===== src/rtl/msdap_compute_engine_if.sv =====
// Bundles the memory ports, the start handshake and the result/status
// outputs of the compute engine. master = engine side, slave = host/memory side.
interface msdap_compute_engine_if #(
  parameter int NUM_CH     = 2,
  parameter int NUM_RJ     = 16,
  parameter int COEF_DEPTH = 512,
  parameter int DATA_DEPTH = 256,
  parameter int DATA_W     = 16,
  parameter int ACC_W      = 40
);
  localparam int CH_W    = (NUM_CH > 1) ? $clog2(NUM_CH) : 1;
  localparam int RJ_W    = $clog2(NUM_RJ);
  localparam int COEF_AW = $clog2(COEF_DEPTH);
  localparam int DATA_AW = $clog2(DATA_DEPTH);

  logic               start_compute;
  logic [DATA_AW-1:0] newest_ptr;
  logic [RJ_W-1:0]    rj_addr;
  logic [15:0]        rj_data;
  logic [COEF_AW-1:0] coef_addr;
  logic [15:0]        coef_data;
  logic [DATA_AW-1:0] data_addr;
  logic [DATA_W-1:0]  data_data;
  logic [CH_W-1:0]    ch_sel;
  logic [ACC_W-1:0]   y_out;
  logic               y_valid;
  logic [CH_W-1:0]    y_ch;
  logic               busy;
  logic               done;
  logic               overrun;

  modport master (
    input  start_compute, newest_ptr, rj_data, coef_data, data_data,
    output rj_addr, coef_addr, data_addr, ch_sel,
           y_out, y_valid, y_ch, busy, done, overrun
  );

  modport slave (
    output start_compute, newest_ptr, rj_data, coef_data, data_data,
    input  rj_addr, coef_addr, data_addr, ch_sel,
           y_out, y_valid, y_ch, busy, done, overrun
  );
endinterface


===== src/rtl/msdap_compute_engine.sv =====
// MSDAP filter compute engine: walks rj groups and coefficients per channel,
// accumulates signed, delayed samples into u, folds each group into acc with
// a halving shift, and reports one result per channel.
module msdap_compute_engine #(
  parameter int NUM_CH     = 2,
  parameter int NUM_RJ     = 16,
  parameter int COEF_DEPTH = 512,
  parameter int DATA_DEPTH = 256,
  parameter int DATA_W     = 16,
  parameter int ACC_W      = 40,
  parameter int FRAC_W     = 16
) (
  input  logic                  Sclk,
  input  logic                  Reset,
  msdap_compute_engine_if.master bus
);
  localparam int CH_W    = (NUM_CH > 1) ? $clog2(NUM_CH) : 1;
  localparam int RJ_W    = $clog2(NUM_RJ);
  localparam int J_W     = RJ_W + 1;
  localparam int COEF_AW = $clog2(COEF_DEPTH);
  localparam int DATA_AW = $clog2(DATA_DEPTH);
  localparam int FILL_W  = $clog2(DATA_DEPTH + 1);

  typedef enum logic [2:0] {
    IDLE, RJ_ADDR, RJ_LAT, C_ADDR, D_ADDR, ACC, SHIFT, OUT
  } state_t;

  state_t                    state;
  logic [CH_W-1:0]           ch;
  logic [J_W-1:0]            j;
  logic [COEF_AW-1:0]        coef_ptr;
  logic [DATA_AW-1:0]        newest_q;
  logic [15:0]               rcnt;
  logic                      sign_q;
  logic [7:0]                k_q;
  logic signed [ACC_W-1:0]   acc;
  logic signed [ACC_W-1:0]   u;
  logic [FILL_W-1:0]         filled;
  logic [ACC_W-1:0]          y_out_q;
  logic [CH_W-1:0]           y_ch_q;
  logic                      y_valid_q;
  logic                      done_q;
  logic                      busy_q;
  logic                      overrun_q;

  logic signed [ACC_W-1:0]   x_ext;
  logic signed [ACC_W-1:0]   acc_sum;
  logic                      term_live;
  logic                      unused_coef_bits;

  // Memory addresses follow the counters directly; the data address is formed
  // from the coefficient word arriving in D_ADDR, wrapping modulo DATA_DEPTH.
  assign bus.rj_addr   = j[RJ_W-1:0];
  assign bus.coef_addr = coef_ptr;
  assign bus.data_addr = newest_q - DATA_AW'(bus.coef_data[7:0]);
  assign bus.ch_sel    = ch;

  assign bus.y_out   = y_out_q;
  assign bus.y_ch    = y_ch_q;
  assign bus.y_valid = y_valid_q;
  assign bus.done    = done_q;
  assign bus.busy    = busy_q;
  assign bus.overrun = overrun_q;

  assign unused_coef_bits = ^bus.coef_data[15:9];

  // Sample placed above FRAC_W zero LSBs and sign-extended to accumulator width.
  assign x_ext = {{(ACC_W - DATA_W - FRAC_W){bus.data_data[DATA_W-1]}},
                  bus.data_data, {FRAC_W{1'b0}}};
  assign acc_sum   = acc + u;
  // A delay reaching past the samples written so far contributes nothing.
  assign term_live = (32'(k_q) < 32'(filled));

  // Main sequencer: one state per cycle, all outputs registered here.
  always_ff @(posedge Sclk) begin
    if (Reset) begin
      state     <= IDLE;
      ch        <= '0;
      j         <= '0;
      coef_ptr  <= '0;
      newest_q  <= '0;
      rcnt      <= '0;
      sign_q    <= 1'b0;
      k_q       <= '0;
      acc       <= '0;
      u         <= '0;
      filled    <= '0;
      y_out_q   <= '0;
      y_ch_q    <= '0;
      y_valid_q <= 1'b0;
      done_q    <= 1'b0;
      busy_q    <= 1'b0;
      overrun_q <= 1'b0;
    end else begin
      y_valid_q <= 1'b0;
      done_q    <= 1'b0;
      if (bus.start_compute && (state != IDLE)) begin
        overrun_q <= 1'b1;
      end
      case (state)
        IDLE: begin
          if (bus.start_compute) begin
            newest_q <= bus.newest_ptr;
            ch       <= '0;
            j        <= '0;
            coef_ptr <= '0;
            acc      <= '0;
            u        <= '0;
            if (filled < FILL_W'(DATA_DEPTH)) begin
              filled <= filled + 1'b1;
            end
            busy_q   <= 1'b1;
            state    <= RJ_ADDR;
          end
        end
        RJ_ADDR: state <= RJ_LAT;
        RJ_LAT: begin
          rcnt  <= bus.rj_data;
          state <= (bus.rj_data != 16'd0) ? C_ADDR : SHIFT;
        end
        C_ADDR: state <= D_ADDR;
        D_ADDR: begin
          sign_q   <= bus.coef_data[8];
          k_q      <= bus.coef_data[7:0];
          coef_ptr <= (coef_ptr == COEF_AW'(COEF_DEPTH - 1)) ? '0 : coef_ptr + 1'b1;
          state    <= ACC;
        end
        ACC: begin
          if (term_live) begin
            u <= sign_q ? (u - x_ext) : (u + x_ext);
          end
          rcnt  <= rcnt - 16'd1;
          state <= (rcnt != 16'd1) ? C_ADDR : SHIFT;
        end
        SHIFT: begin
          acc   <= acc_sum >>> 1;
          u     <= '0;
          j     <= j + 1'b1;
          state <= (j == J_W'(NUM_RJ - 1)) ? OUT : RJ_ADDR;
        end
        OUT: begin
          y_out_q   <= acc;
          y_ch_q    <= ch;
          y_valid_q <= 1'b1;
          if (ch < CH_W'(NUM_CH - 1)) begin
            ch       <= ch + 1'b1;
            j        <= '0;
            coef_ptr <= '0;
            acc      <= '0;
            u        <= '0;
            state    <= RJ_ADDR;
          end else begin
            done_q <= 1'b1;
            busy_q <= 1'b0;
            state  <= IDLE;
          end
        end
        default: begin
          busy_q <= 1'b0;
          state  <= IDLE;
        end
      endcase
    end
  end
endmodule


===== src/flat_wrapper.sv =====
// flat-port wrapper written by rule: the top's interface ports become plain ports
module msdap_compute_engine_flat 
#(
  parameter int NUM_CH     = 2,
  parameter int NUM_RJ     = 16,
  parameter int COEF_DEPTH = 512,
  parameter int DATA_DEPTH = 256,
  parameter int DATA_W     = 16,
  parameter int ACC_W      = 40,
  parameter int FRAC_W     = 16
)
  (Sclk, Reset, bus_start_compute, bus_newest_ptr, bus_rj_data, bus_coef_data, bus_data_data, bus_rj_addr, bus_coef_addr, bus_data_addr, bus_ch_sel, bus_y_out, bus_y_valid, bus_y_ch, bus_busy, bus_done, bus_overrun);
  msdap_compute_engine_if #(.NUM_CH(NUM_CH), .NUM_RJ(NUM_RJ), .COEF_DEPTH(COEF_DEPTH), .DATA_DEPTH(DATA_DEPTH), .DATA_W(DATA_W), .ACC_W(ACC_W)) bus_i ();
  input  logic Sclk;
  input  logic Reset;
  input wire logic [$bits(bus_i.start_compute)-1:0] bus_start_compute;
  input wire logic [$bits(bus_i.newest_ptr)-1:0] bus_newest_ptr;
  input wire logic [$bits(bus_i.rj_data)-1:0] bus_rj_data;
  input wire logic [$bits(bus_i.coef_data)-1:0] bus_coef_data;
  input wire logic [$bits(bus_i.data_data)-1:0] bus_data_data;
  output wire logic [$bits(bus_i.rj_addr)-1:0] bus_rj_addr;
  output wire logic [$bits(bus_i.coef_addr)-1:0] bus_coef_addr;
  output wire logic [$bits(bus_i.data_addr)-1:0] bus_data_addr;
  output wire logic [$bits(bus_i.ch_sel)-1:0] bus_ch_sel;
  output wire logic [$bits(bus_i.y_out)-1:0] bus_y_out;
  output wire logic [$bits(bus_i.y_valid)-1:0] bus_y_valid;
  output wire logic [$bits(bus_i.y_ch)-1:0] bus_y_ch;
  output wire logic [$bits(bus_i.busy)-1:0] bus_busy;
  output wire logic [$bits(bus_i.done)-1:0] bus_done;
  output wire logic [$bits(bus_i.overrun)-1:0] bus_overrun;
  assign bus_i.start_compute = bus_start_compute;
  assign bus_i.newest_ptr = bus_newest_ptr;
  assign bus_i.rj_data = bus_rj_data;
  assign bus_i.coef_data = bus_coef_data;
  assign bus_i.data_data = bus_data_data;
  assign bus_rj_addr = bus_i.rj_addr;
  assign bus_coef_addr = bus_i.coef_addr;
  assign bus_data_addr = bus_i.data_addr;
  assign bus_ch_sel = bus_i.ch_sel;
  assign bus_y_out = bus_i.y_out;
  assign bus_y_valid = bus_i.y_valid;
  assign bus_y_ch = bus_i.y_ch;
  assign bus_busy = bus_i.busy;
  assign bus_done = bus_i.done;
  assign bus_overrun = bus_i.overrun;
  msdap_compute_engine #(.NUM_CH(NUM_CH), .NUM_RJ(NUM_RJ), .COEF_DEPTH(COEF_DEPTH), .DATA_DEPTH(DATA_DEPTH), .DATA_W(DATA_W), .ACC_W(ACC_W), .FRAC_W(FRAC_W)) u_core (.Sclk(Sclk), .Reset(Reset), .bus(bus_i));
endmodule

===== config.mk =====
export PLATFORM = sky130hd
export DESIGN_NAME = msdap_compute_engine_flat
export DESIGN_NICKNAME = d
export VERILOG_FILES = /design/src/rtl/msdap_compute_engine_if.sv /design/src/rtl/msdap_compute_engine.sv /design/src/flat_wrapper.sv
export SDC_FILE = /design/constraint.sdc
export NUM_CORES = 1
export LEC_CHECK = 0
export BUFFER_PORTS_ARGS = -buffer_cell sky130_fd_sc_hd__buf_4
export CORE_MARGIN = 4
export CORE_UTILIZATION = 45
export CTS_CLUSTER_DIAMETER = 100
export CTS_CLUSTER_SIZE = 12
export DETAILED_ROUTE_END_ITERATION = 7
export SETUP_SLACK_MARGIN = 0.4
export SLEW_MARGIN = 20
export SYNTH_ARGS = -nofsm -noshare
export SYNTH_HDL_FRONTEND = slang
export SYNTH_SLANG_ARGS = --single-unit

===== constraint.sdc =====
create_clock -name Sclk -period 5 [get_ports Sclk]
set_clock_uncertainty 0.1 [all_clocks]
set_input_delay 1 -clock Sclk [delete_from_list [all_inputs] [get_ports Sclk]]
set_output_delay 1 -clock Sclk [all_outputs]
set_load 0.05 [all_outputs]

# Yosys cells after proc, flatten, opt, wreduce, memory -nomap -nowiden

Cells that the tools add are included.

Register bits after elaboration: 185
Bits of input ports: 59
Output and inout bits: 67
Word-level logic and storage cells: 89

$add $sub $neg: 9
Order comparisons: 3
Eq/ne operators: 14
Mux-type cells: 28
Bitwise logic cells: 1
Reductions and logical operators: 17

Operators with widths:

| operator                | count |
|---|---|
| $mux W40                | 4 |
| $pmux W40 S4            | 1 |
| $pmux W40 S3            | 1 |
| $add A40 B32 Y40        | 1 |
| $add A40 B40 Y40        | 1 |
| $sub A40 B32 Y40        | 1 |
| $pmux W16 S2            | 1 |
| $mux W9                 | 3 |
| $pmux W9 S3             | 1 |
| $pmux W3 S8             | 1 |
| $add A9 B1 Y9 const B   | 2 |
| $ne A16 B1 Y1 const B   | 1 |
| $reduce_bool A16 Y1     | 1 |
| $sub A16 B1 Y16 const B | 1 |
| $pmux W5 S3             | 1 |
| $reduce_and A3 Y1       | 5 |
| $eq A3 B3 Y1 const B    | 4 |
| $mux W3                 | 4 |
| $mux W5                 | 2 |
| $eq A9 B9 Y1 const B    | 1 |
| $lt A8 B9 Y1            | 1 |
| $lt A9 B9 Y1 const B    | 1 |
| $reduce_bool A3 Y1      | 3 |
| $sub A8 B8 Y8           | 1 |
| other kinds (18)        | 29 |

# Longest topological paths before layout

Gate-level depths: netlist (run 1).

Depth after elaboration: 4
Gate-level depth with buffers: 15
Depth with buffers taken out: 15

# Worst setup path before layout (run 1)

Ideal clock, no wire load.

Kind: in2out
Start point: input port bus_coef_data[2]
End point: output port bus_data_addr[7]
Arrival: 2897 ps
Data required time: 3900 ps
Path slack: 1003 ps
Stages: 9
Path buffers: 0
Cells stage by stage: inv_1 -> ha_1 -> inv_1 -> o21ai_0 -> a21oi_1 -> o21bai_1 -> a21o_1 -> a21oi_1 -> xnor2_1

Cells in the longest elaborated chain, start to end: 1

Ends and longest elaborated chain:

| item          | line                       | text |
|---|---|---|
| from (decl)   | flat_wrapper.sv:19         | `input wire logic [$bits(bus_i.coef_data)-1:0] bus_coef_data;` |
| $sub A8 B8 Y8 | msdap_compute_engine.sv:55 | `assign bus.data_addr = newest_q - DATA_AW'(bus.coef_data[7:0]);` |
| to (decl)     | flat_wrapper.sv:23         | `output wire logic [$bits(bus_i.data_addr)-1:0] bus_data_addr;` |

Every way passes these cells.

# Worst setup path in the final report (run 1)

Start point: input port bus_data_data[9]
End point: register u_core.u[39]

Cells in the longest elaborated chain, start to end: 4
Elaborated cells on any way between the ends: 5
Classes of those cells: 2 x add/sub; 3 x mux

Ends and longest elaborated chain:

| item                                                 | line                        | text |
|---|---|---|
| from (decl)                                          | flat_wrapper.sv:20          | `input wire logic [$bits(bus_i.data_data)-1:0] bus_data_data;` |
| $add A40 B32 Y40 or $sub A40 B32 Y40 (tied branches) | msdap_compute_engine.sv:130 | `u <= sign_q ? (u - x_ext) : (u + x_ext);` |
| $mux W40 *                                           | msdap_compute_engine.sv:130 |  |
| $mux W40 *                                           | msdap_compute_engine.sv:129 | `if (term_live) begin` |
| $pmux W40 S4 *                                       | msdap_compute_engine.sv:100 | `case (state)` |
| to (signal assigned)                                 | msdap_compute_engine.sv:130 |  |
| to (decl)                                            | msdap_compute_engine.sv:37  | `logic signed [ACC_W-1:0] u;` |

Mark *: on every way between the ends. The rest lies on a longest branch, timed or not. The select of a mux whose other input is x is not followed.
A chain may end at the register's enable or synchronous reset.

==> impl_metrics.tcl, run 1 <==
set metrics [dict create \
    crit_slowest_cell "a2111oi_0" \
    p_leak_nw 4.61 \
    core_sq_um 20600 \
    period_share 0.797 \
    dieArea_sq_um 23600 \
    max_freq_ghz 0.251 \
    path_buf_inv 1 \
    synth_top_area_frac 0.351 \
    min_period_ns 3.99 \
    die-height_um 154 \
    syn-num-nets 1339 \
    yosysSeqAreaShare 0.351 \
    register_area_sq_um 3340 \
    synth_adder_area_share 0.0960 \
    hold_class "flip-flop to flip-flop" \
    path_delay_family "compound AO/OA/AOI/OAI gates" \
    port_buffers 118 \
    numCtsBuffers 17 \
    clk_pin_slew_worst_paths_ns 0.07 \
    powerDensity_nw_per_um2 292 \
    synthTopCellsByCount "nand2_1, dfxtp_1, a21oi_1" \
    synth_edf_count 0 \
    worst_pin_slew_ns 1.08 \
    globalplace.congestion 0.867 \
    drt-initial-drc-count 438 \
    routed_wl_mm 24.2 \
    htree_levels 4 \
    slowest_delay_ns 0.45 \
    setup_viol 0 \
    cts_sinks 167 \
    grt_pass1_vias 8065 \
    drc 0 \
    cts_tree "done" \
    grt_pass1_wl_mm 40.2 \
    initial_core_util 0.464 \
    wl_per_cell_um 15.3 \
    cts_hold_buf 0 \
    drv_slew 0 \
    status "completed" \
    yosysTopAreaCell "dfxtp_1" \
    post_drt_via_cell_ratio 5.47 \
    n_antenna_cell 0 \
    synth.most_common_cell "nand2_1" \
    grt_start_max_net_pins 55 \
    drive_gt1_frac 0.136 \
    end_kind "flip-flop" \
    synth_area_sq_um 9540 \
    cts_resized 0 \
    ir_drop_v 0.000222 \
    max_slew_margin 0.277 \
    multi_input_area_sq_um 5790 \
    drtPass1Iterations 5 \
    yosys.area_share.simple 0.209 \
    vias 8620 \
    insertion_delay_ns 0.43 \
    final_area_sq_um 11200 \
    ant_nets 0 \
    clockBufferDepth 2 \
    synth_compound_area_frac 0.228 \
    gr-total-overflow 0 \
    setup-tns-final_ns 0 \
    placed_cells 1545 \
    startpoint_type "primary input" \
    die_w_um 154 \
    syn_avg_cell_area_sq_um 7.90 \
    nets 1425 \
    hold_viol 0 \
    crit_chain "buf_4, nor3_1, and3b_1, nand4_1, nor2b_1, xnor2_1, ha_1, a21o_1, a21o_1, a2111oi_0, o21ba_2, o31a_1, o21ai_1, mux2i_1, a21oi_1, a2bb2oi_1" \
    crit_fanout 6 \
    crit_arrival_ns 4.24 \
    grt_antenna_before_repair 0 \
    rsz0062_at_grt "false" \
    path_common_cell "a21o_1" \
    grt.total_usage 0.201 \
    root_buffer "clkbuf_16" \
    async_reset_ff_frac 0 \
    muxShareOfSynthArea 0.00433 \
    dominantRegCellSynth "dfxtp_1" \
    boundaryPins 126 \
    synth.distinct_cells 78 \
    yosys-top-cells-area "dfxtp_1, ha_1, a21oi_1" \
    crit_required_ns 5.25 \
    cap_violations 0 \
    dp_hpwl_mm 17.8 \
    fin_cells 1577 \
    fillers 2004 \
    ys_warn_count 0 \
    rows 52 \
    ys_ff_latch 167 \
    synth_top_family_by_area "compound AO/OA/AOI/OAI gates" \
    postCtsSetupRepairBufs 0 \
    syn_inst 1208 \
    placed_area_sq_um 10600 \
    area_growth_pct 17.4 \
    crit_type "primary input to flip-flop" \
    synth-xor-area-share 0.0689 \
]
## layer usage
metal | routed length [um] | global-route usage
met5 | 0 | 0
met4 | 188 | 0.0353
met3 | 840 | 0.0340
met2 | 11500 | 0.342
met1 | 11600 | 0.273
## sequential cells by signal (all words and copies together) (netlist names)
register	flops
u_core.acc	39
u_core.bus.y_out	39
u_core.u	24
u_core.rcnt	16
u_core.bus.coef_addr	9
u_core.filled	9
u_core.k_q	8
u_core.newest_q	8
u_core.j	5
u_core.state	3
u_core.bus.busy	1
u_core.bus.ch_sel	1
u_core.bus.done	1
u_core.bus.overrun	1
u_core.bus.y_ch	1
u_core.bus.y_valid	1
u_core.sign_q	1
## tightest hold or removal path: cells and delay by family, from the launching register on
kind	cells	cell delay, ns
simple gates	1	0.05
compound gates	1	0.05
flops	1	0.31
## worst paths after layout
path                                        from                   to  slack [ns]  cells past startpoint
worst max-delay path            bus_data_data[9]         u_core.u[39]        1.01                     16
worst max register to register     u_core.sign_q         u_core.u[38]        1.33                     11
worst min-delay path               u_core.acc[0]  u_core.bus.y_out[0]        0.35                      2
worst min register to register     u_core.acc[0]  u_core.bus.y_out[0]        0.35                      2
## kinds of logic (layout without fill, tap and decap cells)
group / count (synthesis) / in the layout
multiplexers: 4 / 4
AO/OA/AOI/OAI: 347 / 347
buffers and inverters: 105 / 204
XOR/XNOR: 75 / 75
other: 1 / 1
adder cells (fa/ha/maj): 72 / 72
flip-flops: 167 / 167
AND/OR/NAND/NOR: 437 / 437
## cell usage in the layout (no fill, tap or decap), types with 5 or more instances in the layout
master	synthesis	layout
a31oi_1	5	5
o21a_1	7	7
a211oi_1	8	8
inv_1	43	43
o211ai_1	7	7
a21oi_1	164	164
a21o_1	19	19
o21bai_1	7	7
and3_1	11	11
o21ai_0	42	42
or3_1	8	8
clkbuf_16	0	17
buf_4	5	129
nor2b_1	13	13
nand4_1	13	13
nand2b_1	10	10
nand3_1	24	23
nor3_1	30	30
a22o_1	14	14
ha_1	70	70
dfxtp_1	167	167
nand2_1	174	174
nor4_1	8	8
xor2_1	25	25
nor2_1	121	119
a22oi_1	28	28
xnor2_1	50	50
## cell type report
| class | count | share of cell area |
|---|---|---|
| clock buffers | 19 | 0.0387 |
| clock inverters | 13 | 0.0146 |
| inverters | 43 | 0.0144 |
| multi-input cells | 936 | 0.517 |
| flip-flops and latches | 167 | 0.299 |
| well taps | 270 | 0.0302 |
| repair buffers | 129 | 0.0865 |
## report_power, final
group / internal [mW] / total (mW) / switching, mW
logic: 0.195 / 0.534 / 0.339
registers: 1.36 / 1.40 / 0.0397
clock network: 0.753 / 1.33 / 0.579
## per-stage QoR
stage                     hold WS (ns)  setup slack, ns  power [mW]   util
after floorplan                  0.331             1.00        1.81      -
after global placement           0.344            0.659        1.96  0.516
after detailed placement         0.345            0.649        1.97  0.516
after CTS                        0.358             1.06        3.31  0.545
after global routing             0.371            0.730        3.41  0.545
final                            0.352             1.01        3.27  0.545
(Power assumes the default switching activity.)
==> inputs of run 2 (changes only) <==
Settings changed: ABC_AREA from default to 1.
Clock period 5 ns to 4.15 ns, I/O delays scaled along.
==> impl_metrics.tcl, run 2 <==
set metrics [dict create \
    globalplace.congestion 0.897 \
    port_buffers 118 \
    end_kind "output pin" \
    final_cell_mix "nand2_1, inv_1, a21oi_1" \
    synth_area_sq_um 10800 \
    cts_sinks 167 \
    layout_setup_ws_ns 0.720 \
    synth.most_common_cell "nand2_1" \
    clockBufferDepth 2 \
    syn_avg_cell_area_sq_um 6.29 \
    rows 56 \
    max_slew_margin 0.369 \
    yosysSeqAreaShare 0.310 \
    drv_slew 0 \
    ir_drop_v 0.000206 \
    startpoint_type "primary input" \
    pwr-share-clk 0.405 \
    path_buf_inv 2 \
    pwr-share-comb 0.180 \
    cts_hold_buf 0 \
    n_antenna_cell 0 \
    placed_cells 2113 \
    period_share 0.827 \
    max_freq_ghz 0.292 \
    drc 0 \
    synth_top_area_frac 0.310 \
    rsz0062_at_grt "false" \
    switchingPower_mw 1.30 \
    insertion_delay_ns 0.44 \
    cts_tree "done" \
    hold_viol 0 \
    crit_required_ns 3.22 \
    crit_arrival_ns 2.50 \
    cts_resized 0 \
    vias 10800 \
    synthTopCellsByCount "nand2_1, inv_1, a21oi_1" \
    dieArea_sq_um 26500 \
    p_leak_nw 5.89 \
    ys_ff_latch 167 \
    reg2regPathDepth 14 \
    root_buffer "clkbuf_16" \
    area_growth_pct 16.1 \
    setup_viol 0 \
    dp_hpwl_mm 22.7 \
    powerDensity_nw_per_um2 322 \
    post_drt_via_cell_ratio 5.02 \
    drt-initial-drc-count 741 \
    numCtsBuffers 17 \
    gr-total-overflow 0 \
    r2r_setup_slack_ns 1.06 \
    syn_inst 1717 \
    yosys-top-cells-area "dfxtp_1, nand2_1, a21oi_1" \
    sw_frac_of_total 0.322 \
    power.internal_mw 2.73 \
    syn-num-nets 1848 \
    grt.total_usage 0.225 \
    critPathLaunch "bus_coef_data[0]" \
    fillers 2471 \
    whs_ns 0.356 \
    synth_edf_count 0 \
    min_period_ns 3.43 \
    crit_fanout 2 \
    ys_warn_count 0 \
    die_w_um 163 \
    postCtsSetupRepairBufs 0 \
    drtPass1Iterations 5 \
    wl_per_cell_um 14.0 \
    setup-tns-final_ns 0 \
    ant_nets 0 \
    boundaryPins 126 \
    core_sq_um 23500 \
    htree_levels 4 \
    dominantRegCellSynth "dfxtp_1" \
    fin_cells 2145 \
    slowest_delay_ns 0.40 \
    hold_class "flip-flop to flip-flop" \
    worstReg2RegEnd "u_core.u[28]" \
    min_from "u_core.filled[7]" \
    finalPower_mw 4.03 \
    status "completed" \
    pre_cts_ws_ns 0.457 \
    crit_chain "buf_4, ha_1, fa_1, o21ai_0, a21oi_1, nor2_1, nor2_1, xnor2_1, buf_4" \
    clk_pin_slew_worst_paths_ns 0.07 \
    rr_startpoint "u_core.sign_q" \
    worst_pin_slew_ns 0.945 \
    nets 1944 \
    crit_slowest_cell "fa_1" \
    routed_wl_mm 30.0 \
    async_reset_ff_frac 0 \
    synth.distinct_cells 42 \
    crit_type "primary input to output pin" \
    drive_gt1_frac 0.0991 \
    path_delay_family "adder cells" \
    hold_path_depth 1 \
    cap_violations 0 \
    grt_antenna_before_repair 0 \
    initial_core_util 0.459 \
    grt_start_max_net_pins 72 \
    final_common_cell "nand2_1" \
    p_seq_frac 0.415 \
    grt_pass1_wl_mm 49.1 \
    die-height_um 163 \
    grt_pass1_vias 9913 \
    hold_path_end "u_core.filled[7]" \
    yosysTopAreaCell "dfxtp_1" \
]
==> run 2: cell types whose count changed after synthesis, sizes merged, moves of 23 or more <==
cell | previous run | this run
a22oi | 28 | 0
inv | 43 | 223
nand3 | 24 | 91
nor2 | 121 | 144
a21oi | 165 | 209
xnor2 | 50 | 10
nand2 | 174 | 547
==> run 2: stage by stage <==
| step | utilization | instance area, sq um |
|---|---|---|
| floorplan | - | 10800 |
| finish | 0.532 | 12500 |
| global placement | 0.507 | 11900 |
| CTS | 0.532 | 12500 |
| detailed placement | 0.507 | 11900 |
| global route | 0.532 | 12500 |
==> run 2: worst max path at each step <==
stage / endpoint / slack, ns / cells past startpoint
detailed placement: u_core.u[35] / 0.46 / 19
global route: bus_data_addr[6] / 0.55 / 9
global placement: u_core.u[39] / 0.51 / 21
finish: bus_data_addr[6] / 0.72 / 9
CTS: bus_data_addr[6] / 0.73 / 9
floorplan: bus_data_addr[6] / 0.50 / 7
==> run 2: power groups by stage <==
| stage | Clock [mW] | Combinational [mW] | Sequential, mW |
|---|---|---|---|
| floorplan | 0 | 0.513 | 1.71 |
| global placement | 0 | 0.722 | 1.71 |
| detailed placement | 0 | 0.727 | 1.71 |
| CTS | 1.66 | 0.731 | 1.67 |
| global route | 1.74 | 0.814 | 1.68 |
| finish | 1.63 | 0.728 | 1.67 |
==> run 2: worst reg2reg max path: stages (launching register included) <==
cell     delay, ns
dfxtp_1       0.56
inv_1         0.31
nand2_1       0.16
xor2_1        0.15
inv_1         0.06
ha_1          0.33
nand2_1       0.08
nand2_1       0.06
nor2_1        0.28
o21ai_0       0.26
nand2_1       0.11
nand2_1       0.06
or2_2         0.27
nand3_1       0.09
a21oi_1       0.07
==> run 2: logic make-up (layout without fill, tap and decap cells) <==
| group | count (synthesis) | after routing | share of synthesized area |
|---|---|---|---|
| other cells | 1 | 1 | 0.000347 |
| xor+xnor | 36 | 36 | 0.0292 |
| buf+inv | 274 | 383 | 0.0986 |
| flops | 167 | 167 | 0.310 |
| fa+ha+maj | 72 | 72 | 0.0848 |
| simple gates | 858 | 858 | 0.327 |
| compound gates | 309 | 309 | 0.150 |
==> run 2: layout make-up <==
class,instances,area (sq um),area share
repair buffers,128,961,0.0767
clock inverters,15,176,0.0141
flip-flops and latches,167,3340,0.267
multi-input cells,1276,6390,0.510
well taps,319,399,0.0318
inverters,223,837,0.0668
clock buffers,17,425,0.0339
==> run 2: per-layer routing <==
metal	share of wire	wire length, um	track usage
met1	0.48	14300	0.304
met2	0.47	14100	0.379
met3	0.039	1180	0.0339
met4	0.015	441	0.0568
met5	0	0	0
==> inputs of run 3 (changes only) <==
Clock period 4.15 ns to 3.5 ns, I/O delays scaled along.
==> impl_metrics.tcl, run 3 (synthesized netlist as in run 2, its figures left out) <==
set metrics [dict create \
    crit_slowest_cell "ha_1" \
    initial_core_util 0.459 \
    die-height_um 163 \
    grt_pass1_vias 10100 \
    worst_pin_slew_ns 0.889 \
    numCtsBuffers 17 \
    dieArea_sq_um 26500 \
    drc 0 \
    path_delay_family "compound AO/OA/AOI/OAI gates" \
    area_growth_pct 17.4 \
    die_w_um 163 \
    max_freq_ghz 0.339 \
    routed_wl_mm 30.0 \
    crit_arrival_ns 2.15 \
    crit_fanout 4 \
    htree_levels 4 \
    hold_viol 0 \
    globalplace.congestion 0.893 \
    crit_chain "buf_4, inv_1, ha_1, a21oi_2, o21ai_2, a21oi_1, nor2_1, nor2_2, xor2_2, buf_6" \
    cts_tree "done" \
    insertion_delay_ns 0.43 \
    r2r_setup_slack_ns 0.82 \
    grt.busiest_layer "met2" \
    worstReg2RegEnd "u_core.u[28]" \
    setup-tns-final_ns 0 \
    cap_violations 0 \
    clk_pin_slew_worst_paths_ns 0.07 \
    drt-initial-drc-count 702 \
    crit_type "primary input to output pin" \
    switchingPower_mw 1.56 \
    core_sq_um 23500 \
    rows 56 \
    grt_start_max_net_pins 52 \
    rsz0062_at_grt "true" \
    p_seq_frac 0.417 \
    fillers 2481 \
    ir_drop_v 0.000257 \
    setup_viol 0 \
    sw_frac_of_total 0.329 \
    pwr-share-comb 0.190 \
    gr-usage-met2 0.387 \
    dp_hpwl_mm 22.8 \
    critPathLaunch "bus_coef_data[2]" \
    wl_per_cell_um 13.9 \
    grt_antenna_before_repair 0 \
    hold_class "flip-flop to flip-flop" \
    final_cell_mix "nand2_1, inv_1, a21oi_1" \
    cp.depth 10 \
    vias 10800 \
    drive_gt1_frac 0.116 \
    power.internal_mw 3.19 \
    ant_nets 0 \
    period_share 0.844 \
    pre_cts_ws_ns 0.0506 \
    met3_usage 0.0367 \
    port_buffers 118 \
    reg2regPathDepth 14 \
    cp-endpoint "bus_data_addr[5]" \
    boundaryPins 126 \
    placed_area_sq_um 12000 \
    cts_hold_buf 0 \
    nets 1952 \
    drtPass1Iterations 5 \
    root_buffer "clkbuf_16" \
    slowest_delay_ns 0.36 \
    gr-total-overflow 0 \
    layout_setup_ws_ns 0.546 \
    status "completed" \
    clockBufferDepth 2 \
    rr_startpoint "u_core.sign_q" \
    drv_slew 0 \
    max_slew_margin 0.407 \
    end_kind "output pin" \
    crit_required_ns 2.70 \
    pwr-share-clk 0.393 \
    postLayoutCoreUtil 0.538 \
    use_met1 0.295 \
    min_period_ns 2.95 \
    post_drt_via_cell_ratio 5.00 \
    whs_ns 0.360 \
    startpoint_type "primary input" \
    final_area_sq_um 12700 \
    grt_pass1_wl_mm 49.1 \
    p_leak_nw 5.93 \
    grt.total_usage 0.225 \
    path_buf_inv 3 \
    n_antenna_cell 0 \
    cts_sinks 167 \
    powerDensity_nw_per_um2 375 \
    final_common_cell "nand2_1" \
]
-- run 3: changes by cell type in the layout (fill, tap and decap cells not counted), moves of 3 or more --
cell | before | now
ha_1 | 70 | 67
buf_4 | 128 | 134
o21ai_0 | 63 | 59
nor2_1 | 142 | 134
nand2_1 | 545 | 542
nand2_2 | 2 | 5
nor2_2 | 1 | 8
-- run 3: per-stage QoR --
step	instances	total power [mW]
finish	2153	4.75
global route	2153	4.97
CTS	2152	4.77
detailed placement	2120	2.90
global placement	2120	2.89
floorplan	1717	2.65
-- run 3: power by group through the flow --
stage               logic, mW  registers, mW  clock network, mW
floorplan               0.615           2.03                  0
global placement        0.871           2.02                  0
detailed placement      0.878           2.02                  0
CTS                     0.882           1.98               1.91
global route            0.998           1.99               1.99
finish                  0.902           1.98               1.87
-- run 3: routing by layer --
metal	wire length, um	up-vias	part of all wire
met5	0	-	0
met4	492	0	0.016
met3	1300	31	0.043
met2	14000	207	0.47
met1	14200	4799	0.47
li1	-	5733	-
-- run 3: area by class of cell --
| class | instances | area, sq um | share of cell area |
|---|---|---|---|
| clock buffers | 17 | 425 | 0.0336 |
| clock inverters | 15 | 154 | 0.0121 |
| multi-input cells | 1276 | 6490 | 0.512 |
| flip-flops and latches | 167 | 3340 | 0.264 |
| inverters | 223 | 837 | 0.0660 |
| well taps | 319 | 399 | 0.0315 |
| repair buffers | 136 | 1030 | 0.0811 |
-- run 3: timing repair --
action | 4_1_cts | 5_1_grt
gates cloned | 0 | 0
hold endpoints to repair | 0 | 0
setup endpoints to repair | 1 | 18
setup buffers | 0 | 1
gates resized for setup | 1 | 27
pin swaps | 0 | 4
-- run 3: how the worst min path moves through the flow --
stage | start | end | slack, ns | cells after the start
2_1_floorplan | u_core.filled[7] | u_core.filled[7] | 0.32 | 1
5_1_grt | u_core.rcnt[14] | u_core.rcnt[14] | 0.38 | 2
3_3_place_gp | u_core.filled[7] | u_core.filled[7] | 0.34 | 1
4_1_cts | u_core.filled[7] | u_core.filled[7] | 0.36 | 1
6_report | u_core.filled[7] | u_core.filled[7] | 0.36 | 1
3_5_place_dp | u_core.filled[7] | u_core.filled[7] | 0.35 | 1
